==> src/rtl/fec_frame_reader.sv <==
// fec_frame_reader
//   Reads one FRAME_LEN-word frame out of the ping-pong buffer controller once
//   a full buffer is announced, and re-emits it as a valid/ready stream with
//   start/end-of-frame markers. A 2-entry first-word-fall-through queue absorbs
//   downstream backpressure against the 1-cycle buffer read latency.
//
// Ports
//   clk_i            clock, rising edge
//   rst_i            synchronous active-high reset
//   buf_frame_rdy_i  full buffer available (sampled only in IDLE)
//   buf_rd_en_o      read request to the buffer controller
//   buf_rd_valid_i   read data valid (1 cycle after buf_rd_en_o)
//   buf_rd_data_i    read data
//   out_valid_o      output word valid
//   out_ready_i      downstream accept
//   out_data_o       output word
//   out_sof_o        first word of frame
//   out_eof_o        last word of frame
//   busy_o           FSM not idle
//   frame_done_o     pulse in the cycle after the eof word is accepted
//   err_underrun_o   sticky: a request went unanswered
//   err_spurious_o   sticky: read data arrived with no request in flight
module fec_frame_reader #(
  parameter int DATA_W    = 8,
  parameter int FRAME_LEN = 64,
  parameter int CNT_W     = $clog2(FRAME_LEN + 1)
) (
  input  logic              clk_i,
  input  logic              rst_i,
  input  logic              buf_frame_rdy_i,
  output logic              buf_rd_en_o,
  input  logic              buf_rd_valid_i,
  input  logic [DATA_W-1:0] buf_rd_data_i,
  output logic              out_valid_o,
  input  logic              out_ready_i,
  output logic [DATA_W-1:0] out_data_o,
  output logic              out_sof_o,
  output logic              out_eof_o,
  output logic              busy_o,
  output logic              frame_done_o,
  output logic              err_underrun_o,
  output logic              err_spurious_o
);

  typedef enum logic [1:0] {IDLE, READ, DRAIN} state_e;

  localparam logic [CNT_W:0]   FL_EXT  = (CNT_W + 1)'(FRAME_LEN);
  localparam logic [CNT_W-1:0] FL_CNT  = CNT_W'(FRAME_LEN);
  localparam logic [CNT_W-1:0] FL_LAST = CNT_W'(FRAME_LEN - 1);

  state_e                       state_q;
  logic [CNT_W-1:0]             recv_cnt_q, recv_cnt_d;
  logic                         inflight_q;
  logic [1:0]                   occ_q, occ_d, occ_ap;
  logic [1:0][DATA_W-1:0]       qdata_q, qdata_d;
  logic [1:0]                   qsof_q, qsof_d, qeof_q, qeof_d;
  logic                         frame_done_q, err_underrun_q, err_spurious_q;
  logic                         pop, push, rd_en;

  assign out_valid_o    = (occ_q != 2'd0);
  assign out_data_o     = qdata_q[0];
  // Markers are gated so a stale head entry never shows a marker when empty.
  assign out_sof_o      = out_valid_o & qsof_q[0];
  assign out_eof_o      = out_valid_o & qeof_q[0];
  assign busy_o         = (state_q != IDLE);
  assign frame_done_o   = frame_done_q;
  assign err_underrun_o = err_underrun_q;
  assign err_spurious_o = err_spurious_q;

  assign pop  = out_valid_o & out_ready_i;
  assign push = buf_rd_valid_i & inflight_q;

  // Request only if the word is still owed and the queue will have a slot
  // for it when it lands: occ + inflight - pop < 2, rearranged to avoid
  // underflow.
  assign rd_en = (state_q == READ)
               && (({1'b0, recv_cnt_q} + (CNT_W + 1)'(inflight_q)) < FL_EXT)
               && (({1'b0, occ_q} + {2'b00, inflight_q}) < (3'd2 + {2'b00, pop}));
  assign buf_rd_en_o = rd_en;

  // Receive counter: cleared on frame start, saturates at FRAME_LEN.
  always_comb begin
    recv_cnt_d = recv_cnt_q;
    if (state_q == IDLE && buf_frame_rdy_i)
      recv_cnt_d = '0;
    else if (push && recv_cnt_q != FL_CNT)
      recv_cnt_d = recv_cnt_q + 1'b1;
  end

  // Shift-style FIFO: entry 0 is always the head. A pop shifts entry 1 down,
  // then a push lands in the first free slot after that shift.
  always_comb begin
    qdata_d = qdata_q;
    qsof_d  = qsof_q;
    qeof_d  = qeof_q;
    occ_ap  = occ_q - {1'b0, pop};
    occ_d   = occ_ap + {1'b0, push};
    if (pop) begin
      qdata_d[0] = qdata_q[1];
      qsof_d[0]  = qsof_q[1];
      qeof_d[0]  = qeof_q[1];
    end
    if (push) begin
      qdata_d[occ_ap[0]] = buf_rd_data_i;
      qsof_d[occ_ap[0]]  = (recv_cnt_q == '0);
      qeof_d[occ_ap[0]]  = (recv_cnt_q == FL_LAST);
    end
  end

  always_ff @(posedge clk_i) begin
    if (rst_i) begin
      state_q        <= IDLE;
      recv_cnt_q     <= '0;
      inflight_q     <= 1'b0;
      occ_q          <= '0;
      qdata_q        <= '0;
      qsof_q         <= '0;
      qeof_q         <= '0;
      frame_done_q   <= 1'b0;
      err_underrun_q <= 1'b0;
      err_spurious_q <= 1'b0;
    end else begin
      recv_cnt_q   <= recv_cnt_d;
      inflight_q   <= rd_en;
      occ_q        <= occ_d;
      qdata_q      <= qdata_d;
      qsof_q       <= qsof_d;
      qeof_q       <= qeof_d;
      frame_done_q <= pop & qeof_q[0];
      // Unanswered request: recv_cnt holds, so the word is simply re-requested.
      if (inflight_q && !buf_rd_valid_i) err_underrun_q <= 1'b1;
      if (buf_rd_valid_i && !inflight_q) err_spurious_q <= 1'b1;
      unique case (state_q)
        IDLE:    if (buf_frame_rdy_i)       state_q <= READ;
        READ:    if (recv_cnt_d == FL_CNT)  state_q <= DRAIN;
        DRAIN:   if (pop && qeof_q[0])      state_q <= IDLE;
        default:                            state_q <= IDLE;
      endcase
    end
  end

endmodule

==> config.mk <==
export PLATFORM = sky130hd
export DESIGN_NAME = fec_frame_reader
export DESIGN_NICKNAME = d
export VERILOG_FILES = /design/src/rtl/fec_frame_reader.sv
export SDC_FILE = /design/constraint.sdc
export NUM_CORES = 1
export LEC_CHECK = 0
export CAP_MARGIN = 0
export CORE_MARGIN = 2
export CORE_UTILIZATION = 54
export CTS_BUF_LIST = sky130_fd_sc_hd__clkbuf_8
export CTS_CLUSTER_SIZE = 30
export DETAILED_ROUTE_END_ITERATION = 8
export HOLD_SLACK_MARGIN = 0.05
export PLACE_DENSITY = 0.91
export SLEW_MARGIN = 30
export SYNTH_ARGS = -nofsm -noshare
export SYNTH_HDL_FRONTEND = slang
export SYNTH_SLANG_ARGS = --single-unit
export TNS_END_PERCENT = 1
==> constraint.sdc <==
create_clock -name clk_i -period 2.1 [get_ports clk_i]
set_input_delay 0.315 -clock clk_i [delete_from_list [all_inputs] [get_ports clk_i]]
set_output_delay 0.315 -clock clk_i [all_outputs]
set_load 0.01 [all_outputs]
=== Word-level counts from Yosys, hierarchy flattened ===
Cells that the tools add are included.

* Bits in registers: 35
* Input bits: 13
* Output and inout bits: 16
* Logic and storage cells: 70

* Add/subtract/negate cells: 6
* Magnitude comparators: 4
* Equal/unequal tests: 8
* Mux-type cells: 19
* Bitwise operators: 5
* Reduce and logical (&&, ||, !) cells: 15

{| class="wikitable"
|+ Operators by type and width
! cell !! count
|-
| 8-bit two-way mux || 3
|-
| 16-bit bitwise mux || 1
|-
| 7-bit two-way mux || 2
|-
| 7-bit by 1-bit adder with 8-bit output || 1
|-
| 8-bit demux with 1-bit select || 1
|-
| 1-bit logical AND || 8
|-
| 8-bit by 7-bit < comparator with 1-bit output (second input constant) || 1
|-
| 7-bit by 1-bit adder with 7-bit output (second input constant) || 1
|-
| 7-bit by 6-bit == test with 1-bit output (second input constant) || 1
|-
| 7-bit == test (second input constant) || 1
|-
| 7-bit zero test || 1
|-
| 7-bit inequality test (second input constant) || 1
|-
| 2-bit two-way mux || 3
|-
| 2-bit case mux with 3 select lines || 1
|-
| 1-bit bitwise AND || 5
|-
| 1-bit two-way mux || 5
|-
| 2-bit bitwise mux || 2
|-
| 2-bit inequality test (second input constant) || 2
|-
| 2-bit nonzero test || 2
|-
| 2-bit by 1-bit adder with 3-bit output || 1
|-
| 2-bit by 1-bit adder with 3-bit output (first input constant) || 1
|-
| 3-bit < comparator || 1
|-
| 3-bit AND reduction || 1
|-
| 2-bit by 1-bit adder with 2-bit output || 1
|-
| other kinds (9) || 10
|}

=== Longest topological paths before layout ===
Gate-level depths: netlist of run 1.

* Depth after elaboration: 9
* Gate-level depth with buffers: 8
* Gate-level depth less buffers: 7

=== Worst setup path after synthesis of run 1 ===
Ideal clock, no wire load.

* Path type: register to register
* Start: reg occ_q[1]
* End: reg qdata_q[10] in the netlist's numbering
* Library setup time: 0.128 ns
* Arrival: 1.771 ns
* Data required time: 1.972 ns
* Setup slack: 0.202 ns
* Cell stages (with the launch flop): 9
* Buffers on the path: 1
* Period minus slack after synthesis: 1.898 ns
* Path through: dfxtp_1 -> o21ai_1 -> clkinv_1 -> ha_1 -> inv_1 -> ha_1 -> buf_2 -> mux2i_1 -> nor2_1

* Word-level cells in the longest chain between the ends: 8
* Elaborated cells on any way between the ends: 9
* Classes of those cells: 1 x add/sub; 2 x order compare; 3 x mux; 1 x bitwise; 2 x reduce/logical

{| class="wikitable"
|+ Ends and longest elaborated chain
! what !! line !! source
|-
| from (decl) || 54 || <nowiki>logic [1:0] occ_q, occ_d, occ_ap;</nowiki>
|-
| from (signal assigned) || 115 || <nowiki>occ_q <= '0;</nowiki>
|-
| from (signal assigned) || 125 || <nowiki>occ_q <= occ_d;</nowiki>
|-
| 2-bit nonzero test * || 60 || <nowiki>assign out_valid_o = (occ_q != 2'd0);</nowiki>
|-
| 1-bit bitwise AND * || 70 || <nowiki>assign pop = out_valid_o & out_ready_i;</nowiki>
|-
| 2-bit by 1-bit subtractor with 2-bit output * || 96 || <nowiki>occ_ap = occ_q - {1'b0, pop};</nowiki>
|-
| 1-bit by 2-bit < comparator with 1-bit output (implied by the code) or 1-bit >= comparator (tied branches) || 104 || <nowiki>qdata_d[occ_ap[0]] = buf_rd_data_i;</nowiki>
|-
| 1-bit logical AND (implied by the code) || 104 ||
|-
| 8-bit two-way mux (implied by the code) || 104 ||
|-
| 8-bit demux with 1-bit select * || 104 ||
|-
| 16-bit bitwise mux * || 104 ||
|-
| to (signal assigned) || 126 || <nowiki>qdata_q <= qdata_d;</nowiki>
|-
| to (decl) || 55 || <nowiki>logic [1:0][DATA_W-1:0] qdata_q, qdata_d;</nowiki>
|}

Every way passes the cells marked *; elsewhere a longest branch is shown, timed or not.
A chain may end at the register's enable or synchronous reset.

=== Worst setup path after layout of run 1 ===
* Start: reg inflight_q
* End: out buf_rd_en_o

* Word-level cells in the longest chain between the ends: 4
* Elaborated cells on any way between the ends: 6
* Classes of those cells: 2 x add/sub; 2 x order compare; 2 x reduce/logical

{| class="wikitable"
|+ Ends and longest elaborated chain
! what !! line !! source
|-
| from (decl) || 53 || <nowiki>logic inflight_q;</nowiki>
|-
| from (signal assigned) || 124 || <nowiki>inflight_q <= rd_en;</nowiki>
|-
| 7-bit by 1-bit adder with 8-bit output || 77 || <nowiki>&& (({1'b0, recv_cnt_q} + (CNT_W + 1)'(inflight_q)) < FL_EXT)</nowiki>
|-
| 8-bit by 7-bit < comparator with 1-bit output || 77 ||
|-
| 1-bit logical AND || 77 ||
|-
| 1-bit logical AND * || 78 || <nowiki>&& (({1'b0, occ_q} + {2'b00, inflight_q}) < (3'd2 + {2'b00, pop}));</nowiki>
|-
| to (decl) || 31 || <nowiki>output logic buf_rd_en_o,</nowiki>
|}

Marks and branches as above.

==> results of run 1 <==
==> path summary, 6_finish.rpt <==
path,start,endpoint,slack [ns],cells past startpoint
max,inflight_q,buf_rd_en_o,0.08,6
min,err_underrun_o,err_underrun_o,0.47,2
max reg2reg,recv_cnt_q[1],state_q[1],0.17,7
min reg2reg,err_underrun_o,err_underrun_o,0.47,2
==> per-layer routing <==
layer / GRT usage, % / vias up
met3: 8.01 / 8
met2: 39.1 / 35
met4: 11.4 / 0
met1: 27.8 / 676
li1: - / 721
met5: 0 / -
==> cells by family after synthesis <==
family	Yosys count
AOI/OAI and AO/OA	23
DFF	35
adders and majority gates	6
xor gates and xnor gates	10
buffers and inverters	28
and+or+nand+nor	82
muxes	13
==> repair_timing <==
item / 4_1_cts / 5_1_grt
resized for setup: 6 / 2
endpoints found under the setup margin: 1 / 9
pin swaps: 1 / 0
buffers inserted: 1 / 0
==> cell type report <==
cell class,instances,area (sq um)
clock buffer,6,82.6
clock inverter,2,35.0
fill,217,832
inverter,10,37.5
multi-input combinational,134,868
sequential,35,702
tap,44,55.1
timing repair buffer,45,415
==> flip-flops by register name, indices dropped and copies added (netlist names) <==
register / count
err_spurious_o: 1
err_underrun_o: 1
frame_done_o: 1
inflight_q: 1
occ_q: 2
out_data_o: 8
qdata_q: 8
qeof_q: 2
qsof_q: 2
recv_cnt_q: 7
state_q: 2
==> Yosys cell counts, types with 2 or more instances <==
master	n	area [sq um]
xor2_1	6	52.6
a32o_1	2	20.0
xnor2_1	4	35.0
o21ai_0	2	10.0
buf_2	3	15.0
a21oi_1	3	15.0
nor2_1	41	154
mux2i_1	13	130
ha_1	6	75.1
clkbuf_1	5	18.8
nand4_1	4	25.0
nand3_1	2	10.0
buf_4	8	60.1
a211oi_1	2	15.0
nand2_1	23	86.3
dfxtp_1	35	701
inv_1	8	30.0
a211o_1	2	17.5
nor2b_1	6	37.5
a311oi_1	8	70.1
==> worst max-delay path, stage by stage (launching register included) <==
cell     delay (ns)
dfxtp_1        0.32
ha_1           0.19
ha_1           0.19
nor4b_2        0.22
nand2_1        0.13
a41oi_2        0.20
buf_2          0.17
==> power by group through the flow <==
stage	clock network (mW)	registers, mW	logic, mW
after floorplan	0	0.763	0.273
after global placement	0	0.758	0.486
after detailed placement	0	0.761	0.498
after CTS	0.638	0.746	0.510
after global routing	0.673	0.751	0.570
final	0.635	0.746	0.519
==> results.yml, run 1 <==
detailed_routing:
  wl_met2_microns: 1900
  vias_per_cell: 5.22
  met1_length_microns: 1710
  drc_errors: 0
  first_pass_iters: 4
  dr_wl_met3_microns: 145
  wl_per_cell_microns: 14.0
  drt-initial-drc-count: 79
  top_layer_used: "met4"
  ant_nets: 0
  vias: 1440
  drt_wl_total_microns: 3860
global_route:
  grt_pass1_vias: 1362
  antenna_found_initial: 0
  grt_pass1_wl_microns: 6230
  grt.overflow.total: 0
  grt_max_degree: 18
  grtUsageTotal_pct: 23.9
logic_synthesis:
  synth_xor_area_share_pct: 5.16
  synth-compound-area-share_pct: 11.2
  synth_seq_cells: 35
  synth_area_per_cell_sq_um: 8.62
  synth_ff_type: "dfxtp_1"
  synth.distinct_cells: 34
  ys_seq_area_share_pct: 41.3
  synth_area_sq_mm: 0.00170
  synth_top_family_by_area: "simple AND/OR/NAND/NOR gates"
  synth_warnings: 0
  synthMuxAreaShare_pct: 7.66
  async_flop_share_pct: 0
  synth_fa_ha_area_share_pct: 4.42
  synth_fp_nets: 216
  yosys.area_share.simple_pct: 21.7
  netlist_instances: 197
  synth-edff-count: 0
pwr:
  clkPwrFrac_pct: 33.4
  p_sw_mw: 0.539
  ir_worst_vdd_mv: 0.458
  total_power_mw: 1.90
  leakage_nw: 0.882
  pwr-share-comb_pct: 27.3
  power.density_mw_per_mm2: 865
  cell_internal_pwr_mw: 1.36
  p_seq_share_pct: 39.3
  swShare_pct: 28.4
floorplanning:
  initial_utilization_pct: 56.1
  io_pins: 29
  rows: 20
  die_y_microns: 60.1
  dieArea_sq_mm: 0.00361
  die_x_microns: 60.1
  core_sq_mm: 0.00303
clock_network:
  root_buffer: "clkbuf_8"
  cts.clk_slew.worst_paths_ns: 0.07
  clock_sinks: 35
  cts_buffers: 5
  cts_tree: "yes"
  htreeDepth: 2
  cts_hold_buf: 0
  clock_path_buffers: 2
  insertion_delay_ns: 0.29
placed_design:
  dp_hpwl_microns: 2610
  placed_area_sq_mm: 0.00206
  portBuffers: 28
  place_ws_ns: -0.153
  gp_congestion: 0.844
  dp.cells: 267
timing:
  relSlewSlack_pct: 76.5
  setup_slack_ns: 0.0841
  final-setup-viol-count: 0
  max_freq_mhz: 496
  fin_skew_ns: 0.00225
  rsz0062_at_grt: "yes"
  min_period_ns: 2.02
  worst_pin_slew_ns: 0.353
  fin_tns_setup_ns: 0
  slew_viol_final: 0
  final-hold-violation-count: 0
  final.period_utilization_pct: 96.0
  holdWs_ns: 0.474
critical_path:
  start_kind: "register"
  crit_arrival_ns: 1.70
  criticalPathCategory: "register to output pin"
  crit_path_end_kind: "output pin"
  cp_max_fo: 2
  critPathRequiredTime_ns: 1.78
final_layout:
  final_util_pct: 72.5
  layout_commonest_cell: "nor2_1"
  antennaDiodeCount: 0
  areaGrowthSynthToFinish_pct: 29.3
  fin_nets: 250
  final_cell_count_no_fill: 276
  fin_area_sq_mm: 0.00220
  final_cell_mix: "nor2_1, dfxtp_1, clkdlybuf4s50_1"
  drive_above_1_share_pct: 15.1
status:
  status: "finished, final reports clean"
hold_path:
  hold_path.class: "register to register"
run:
  drv_cap: 0
No activity file was read; power rests on OpenSTA's default activity.
==> run 2: changes to the inputs <==
--- a/config.mk
+++ b/config.mk
@@ -7,12 +7,12 @@
 export LEC_CHECK = 0
 export CAP_MARGIN = 0
 export CORE_MARGIN = 2
-export CORE_UTILIZATION = 54
+export CORE_UTILIZATION = 55
 export CTS_BUF_LIST = sky130_fd_sc_hd__clkbuf_8
 export CTS_CLUSTER_SIZE = 30
 export DETAILED_ROUTE_END_ITERATION = 8
 export HOLD_SLACK_MARGIN = 0.05
-export PLACE_DENSITY = 0.91
+export PLACE_DENSITY = 0.92
 export SLEW_MARGIN = 30
 export SYNTH_ARGS = -nofsm -noshare
 export SYNTH_HDL_FRONTEND = slang
==> constraint.sdc (replaced) <==
create_clock -name clk_i -period 2.6 [get_ports clk_i]
set_input_delay 0.52 -clock clk_i [delete_from_list [all_inputs] [get_ports clk_i]]
set_output_delay 0.52 -clock clk_i [all_outputs]
set_load 0.01 [all_outputs]
==> run 2 against run 1 <==
Against the previous run: global-route usage decreased by 2.1 points; non-clock buffer count decreased by 11; sequential cell count unchanged; register-to-register slack improved by 0.39 ns.
==> results.yml, run 2 (synthesis results as in run 1) <==
status:
  status: "finished, final reports clean"
critical_path:
  critPathRequiredTime_ns: 2.08
  crit_path_end_kind: "output pin"
  cp_max_fo: 6
  start_kind: "register"
  criticalPathCategory: "register to output pin"
  crit_arrival_ns: 2.01
timing:
  min_period_ns: 2.53
  fin_skew_ns: 0.00331
  relSlewSlack_pct: 77.2
  slew_viol_final: 0
  final-hold-violation-count: 0
  final.period_utilization_pct: 97.4
  final-setup-viol-count: 0
  setup_slack_ns: 0.0683
  max_freq_mhz: 395
  worst_pin_slew_ns: 0.342
detailed_routing:
  first_pass_iters: 4
  top_layer_used: "met4"
  met1_length_microns: 1540
  drt_wl_total_microns: 3600
  drc_errors: 0
  ant_nets: 0
  wl_met2_microns: 1700
  dr_wl_met3_microns: 207
  wl_per_cell_microns: 14.2
  vias_per_cell: 5.54
  drt-initial-drc-count: 60
  vias: 1407
final_layout:
  final_util_pct: 68.6
  areaGrowthSynthToFinish_pct: 21.3
  layout_commonest_cell: "nor2_1"
  drive_above_1_share_pct: 8.60
  final_cell_mix: "nor2_1, dfxtp_1, clkdlybuf4s50_1"
  nFillCells: 223
  fin_nets: 239
  fin_area_sq_mm: 0.00206
  antennaDiodeCount: 0
floorplanning:
  initial_utilization_pct: 56.5
  die_y_microns: 59.6
  io_pins: 29
  core_sq_mm: 0.00300
  rows: 20
  die_x_microns: 59.6
  dieArea_sq_mm: 0.00355
clock_network:
  htreeDepth: 2
  clock_sinks: 35
  root_buffer: "clkbuf_8"
  cts_tree: "yes"
  cts.clk_slew.worst_paths_ns: 0.07
  insertion_delay_ns: 0.29
  clock_path_buffers: 2
  cts_hold_buf: 0
  post_cts_buffers: 0
  cts_buffers: 5
placed_design:
  dp_hpwl_microns: 2420
  portBuffers: 28
  gp_congestion: 0.917
  placed_area_sq_mm: 0.00196
  place_ws_ns: 0.0199
global_route:
  grt_pass1_vias: 1192
  antenna_found_initial: 0
  grt_max_degree: 21
  grt_pass1_wl_microns: 5550
  grt.overflow.total: 0
  grtUsageTotal_pct: 21.8
pwr:
  leakage_nw: 0.812
  ir_worst_vdd_mv: 0.366
  total_power_mw: 1.34
  power.density_mw_per_mm2: 649
run:
  drv_cap: 0
hold_path:
  hold_path.class: "register to register"
==> run 2: changes by cell type in the layout (fill, tap and decap cells not counted), sizes merged <==
cell           delta
inv               +2
buf              -12
bufinv            -1
clkdlybuf4s15     +1
clkbuf            -1
==> run 2: worst paths after layout <==
path	startpoint	endpoint	slack, ns	cells past startpoint
worst max register to register	occ_q[1]	qdata_q[9]	0.56	9
worst max-delay path	inflight_q	buf_rd_en_o	0.07	6
worst min-delay path	qdata_q[10]	out_data_o[2]	0.48	2
worst min register to register	qdata_q[10]	out_data_o[2]	0.48	2
==> run 2: routing by layer <==
layer  GRT usage [%]  up-vias
met3            5.68       14
met2            34.7       44
met1            25.8      650
met5               0        -
met4            14.0        0
li1                -      699
==> run 2: where the power goes <==
part	switching, mW	leakage, nW	internal (mW)
Clock	0.185	0.0505	0.180
Combinational	0.183	0.477	0.173
Sequential	0.0365	0.284	0.579
Total	0.404	0.812	0.931
==> run 2: cell type report <==
| class | instances | area [sq um] | area share [%] |
|---|---|---|---|
| tap | 33 | 41.3 | 2.00 |
| sequential | 35 | 701 | 34.0 |
| timing repair buffer | 34 | 325 | 15.8 |
| clock inverter | 3 | 12.5 | 0.608 |
| clock buffer | 5 | 68.8 | 3.34 |
| multi-input combinational | 134 | 873 | 42.4 |
| inverter | 10 | 37.5 | 1.82 |
==> run 2: worst max-delay path, stage by stage, from the launching register on <==
cell and delay, ns:
dfxtp_1 0.38, ha_1 0.24, ha_1 0.24, nor4b_4 0.34, nand2_1 0.10, a41oi_2 0.17
clkdlybuf4s15_1 0.25
==> run 2: stage by stage <==
step / hold WS [ns] / setup TNS (ns) / instances
2_1_floorplan: 0.441 / 0 / 197
3_3_place_gp: 0.462 / 0 / 246
3_5_place_dp: 0.466 / 0 / 246
4_1_cts: 0.481 / 0 / 254
5_1_grt: 0.502 / -0.0196 / 254
6_report: 0.478 / 0 / 254
==> run 2: repair_timing <==
action,in CTS,in global routing
gates resized for setup,2,3
cloned,0,0
pin swaps,1,0
setup endpoints to repair,1,1
==> run 3: changes to the inputs <==
--- a/config.mk
+++ b/config.mk
@@ -7,12 +7,12 @@
 export LEC_CHECK = 0
 export CAP_MARGIN = 0
 export CORE_MARGIN = 2
-export CORE_UTILIZATION = 55
+export CORE_UTILIZATION = 58
 export CTS_BUF_LIST = sky130_fd_sc_hd__clkbuf_8
 export CTS_CLUSTER_SIZE = 30
 export DETAILED_ROUTE_END_ITERATION = 8
 export HOLD_SLACK_MARGIN = 0.05
-export PLACE_DENSITY = 0.92
+export PLACE_DENSITY = 0.95
 export SLEW_MARGIN = 30
 export SYNTH_ARGS = -nofsm -noshare
 export SYNTH_HDL_FRONTEND = slang
==> run 3 against run 2 <==
Against the previous run: sequential share of layout area shrank 0.41 points; first-iteration DRC count down 23%; clock power up 58%; setup slack better by 0.071 ns; maximum frequency up 2.9%; combinational power decreased by 2%; sequential power hardly changed; hold slack worse by 0.0030 ns; largest cell class unchanged; highest routed layer unchanged.
==> results.yml, run 3 (synthesis results as in run 1) <==
detailed_routing:
  drt_wl_total_microns: 3480
  drc_errors: 0
  vias_per_cell: 5.60
  vias: 1411
  wl_per_cell_microns: 13.8
  first_pass_iters: 7
  ant_nets: 0
  drt-initial-drc-count: 46
clock_network:
  post_cts_buffers: 0
  cts.clk_slew.worst_paths_ns: 0.07
  insertion_delay_ns: 0.29
  cts_buffers: 5
  cts_resized: 1
  root_buffer: "clkbuf_8"
  clock_path_buffers: 2
  htreeDepth: 2
  cts_tree: "yes"
  clock_sinks: 35
  cts_hold_buf: 0
final_layout:
  antennaDiodeCount: 0
  areaGrowthSynthToFinish_pct: 22.8
  final_util_pct: 75.6
  drive_above_1_share_pct: 8.14
  final_cell_mix: "nor2_1, dfxtp_1, clkdlybuf4s50_1"
  layout_commonest_cell: "nor2_1"
  fin_area_sq_mm: 0.00208
  final_cell_count_no_fill: 252
  fin_nets: 239
floorplanning:
  dieArea_sq_mm: 0.00338
  die_y_microns: 58.1
  rows: 19
  core_sq_mm: 0.00276
  die_x_microns: 58.1
  initial_utilization_pct: 61.6
  io_pins: 29
timing:
  final.period_utilization_pct: 94.7
  relSlewSlack_pct: 72.1
  worst_pin_slew_ns: 0.417
  setup_slack_ns: 0.139
  final-setup-viol-count: 0
  fin_skew_ns: 0.00519
  holdWs_ns: 0.475
  fin_tns_setup_ns: 0
  final-hold-violation-count: 0
  min_period_ns: 2.46
  slew_viol_final: 0
  rsz0062_at_grt: "no"
  max_freq_mhz: 406
pwr:
  swShare_pct: 26.8
  total_power_mw: 1.54
  p_seq_share_pct: 39.8
  pwr-share-comb_pct: 22.7
  ir_worst_vdd_mv: 0.721
  clkPwrFrac_pct: 37.5
  leakage_nw: 0.826
  cell_internal_pwr_mw: 1.13
  p_sw_mw: 0.413
  power.density_mw_per_mm2: 739
critical_path:
  crit_path_end_kind: "output pin"
  critical_path.most_common_cell: "ha_1"
  start_kind: "register"
  slowest_delay_ns: 0.37
  cp_max_fo: 6
  crit_arrival_ns: 1.94
  cp_cell_sequence: "ha_1, ha_1, nor4b_1, nand2_1, a41oi_1, dlygate4sd2_1"
  r2r-end: "qdata_q[10]"
  crit_path_top_delay_cell: "dfxtp_1"
  r2r-start: "occ_q[1]"
  rrSetupSlack_ns: 0.63
  rr_worst_depth: 9
  crit_family: "adder cells"
  criticalPathCategory: "register to output pin"
  critPathRequiredTime_ns: 2.08
  critPathBufInv: 1
hold_path:
  hold_path.class: "register to register"
  worstHoldEndpoint: "err_spurious_o"
  worstHoldStart: "err_spurious_o"
  hold_path_depth: 2
global_route:
  antenna_found_initial: 0
  grt_pass1_wl_microns: 5710
  grt_pass1_vias: 1315
  grt_max_degree: 21
  grt.overflow.total: 0
  grtUsageTotal_pct: 22.4
run:
  drv_cap: 0
placed_design:
  dp.cells: 244
  portBuffers: 28
  gp_congestion: 0.795
  dp_hpwl_microns: 2380
  placed_area_sq_mm: 0.00195
  place_ws_ns: 0.00752
status:
  status: "finished, final reports clean"
## run 3: cell count changes in the layout (fill, tap and decap cells not counted), sizes merged
cell	before	now
bufinv	0	2
clkdlybuf4s15	1	0
clkinv	2	1
dlygate4sd2	0	1
inv	11	10
## run 3: cell type report
cell class / instances / area, sq um
fill: 188 / 673
sequential: 35 / 701
inverter: 10 / 37.5
multi-input combinational: 134 / 851
timing repair buffer: 34 / 324
tap: 31 / 38.8
clock inverter: 3 / 63.8
clock buffer: 5 / 68.8
## run 3: worst max-delay path by stage
| stage | startpoint | endpoint | slack (ns) | cells after the start |
|---|---|---|---|---|
| after floorplan | out_ready_i | qdata_q[10] | 0.59 | 8 |
| after global placement | out_ready_i | buf_rd_en_o | 0.004 | 6 |
| after detailed placement | out_ready_i | buf_rd_en_o | 0.008 | 6 |
| after CTS | inflight_q | buf_rd_en_o | 0.12 | 6 |
| after global routing | inflight_q | buf_rd_en_o | 0.02 | 6 |
| final | inflight_q | buf_rd_en_o | 0.14 | 6 |
## run 3: power groups by stage
stage          Sequential (mW)  Clock [mW]  Combinational [mW]
2_1_floorplan            0.616           0               0.221
3_3_place_gp             0.621           0               0.340
3_5_place_dp             0.624           0               0.349
4_1_cts                  0.612       0.583               0.352
5_1_grt                  0.619       0.599               0.381
6_report                 0.613       0.578               0.350
## run 3: tightest hold or removal path, delay by kind of cell, from the launching register on
family / cells / cell delay [ns]
AO/OA/AOI/OAI: 1 / 0.04
AND/OR/NAND/NOR: 1 / 0.07
flip-flops: 1 / 0.33
## run 3: layer usage
layer	up-vias	routed length, microns	GRT usage, %
met5	-	0	0
met4	0	76	12.3
met3	9	131	5.80
met2	31	1730	36.9
met1	673	1540	26.7
li1	698	-	-
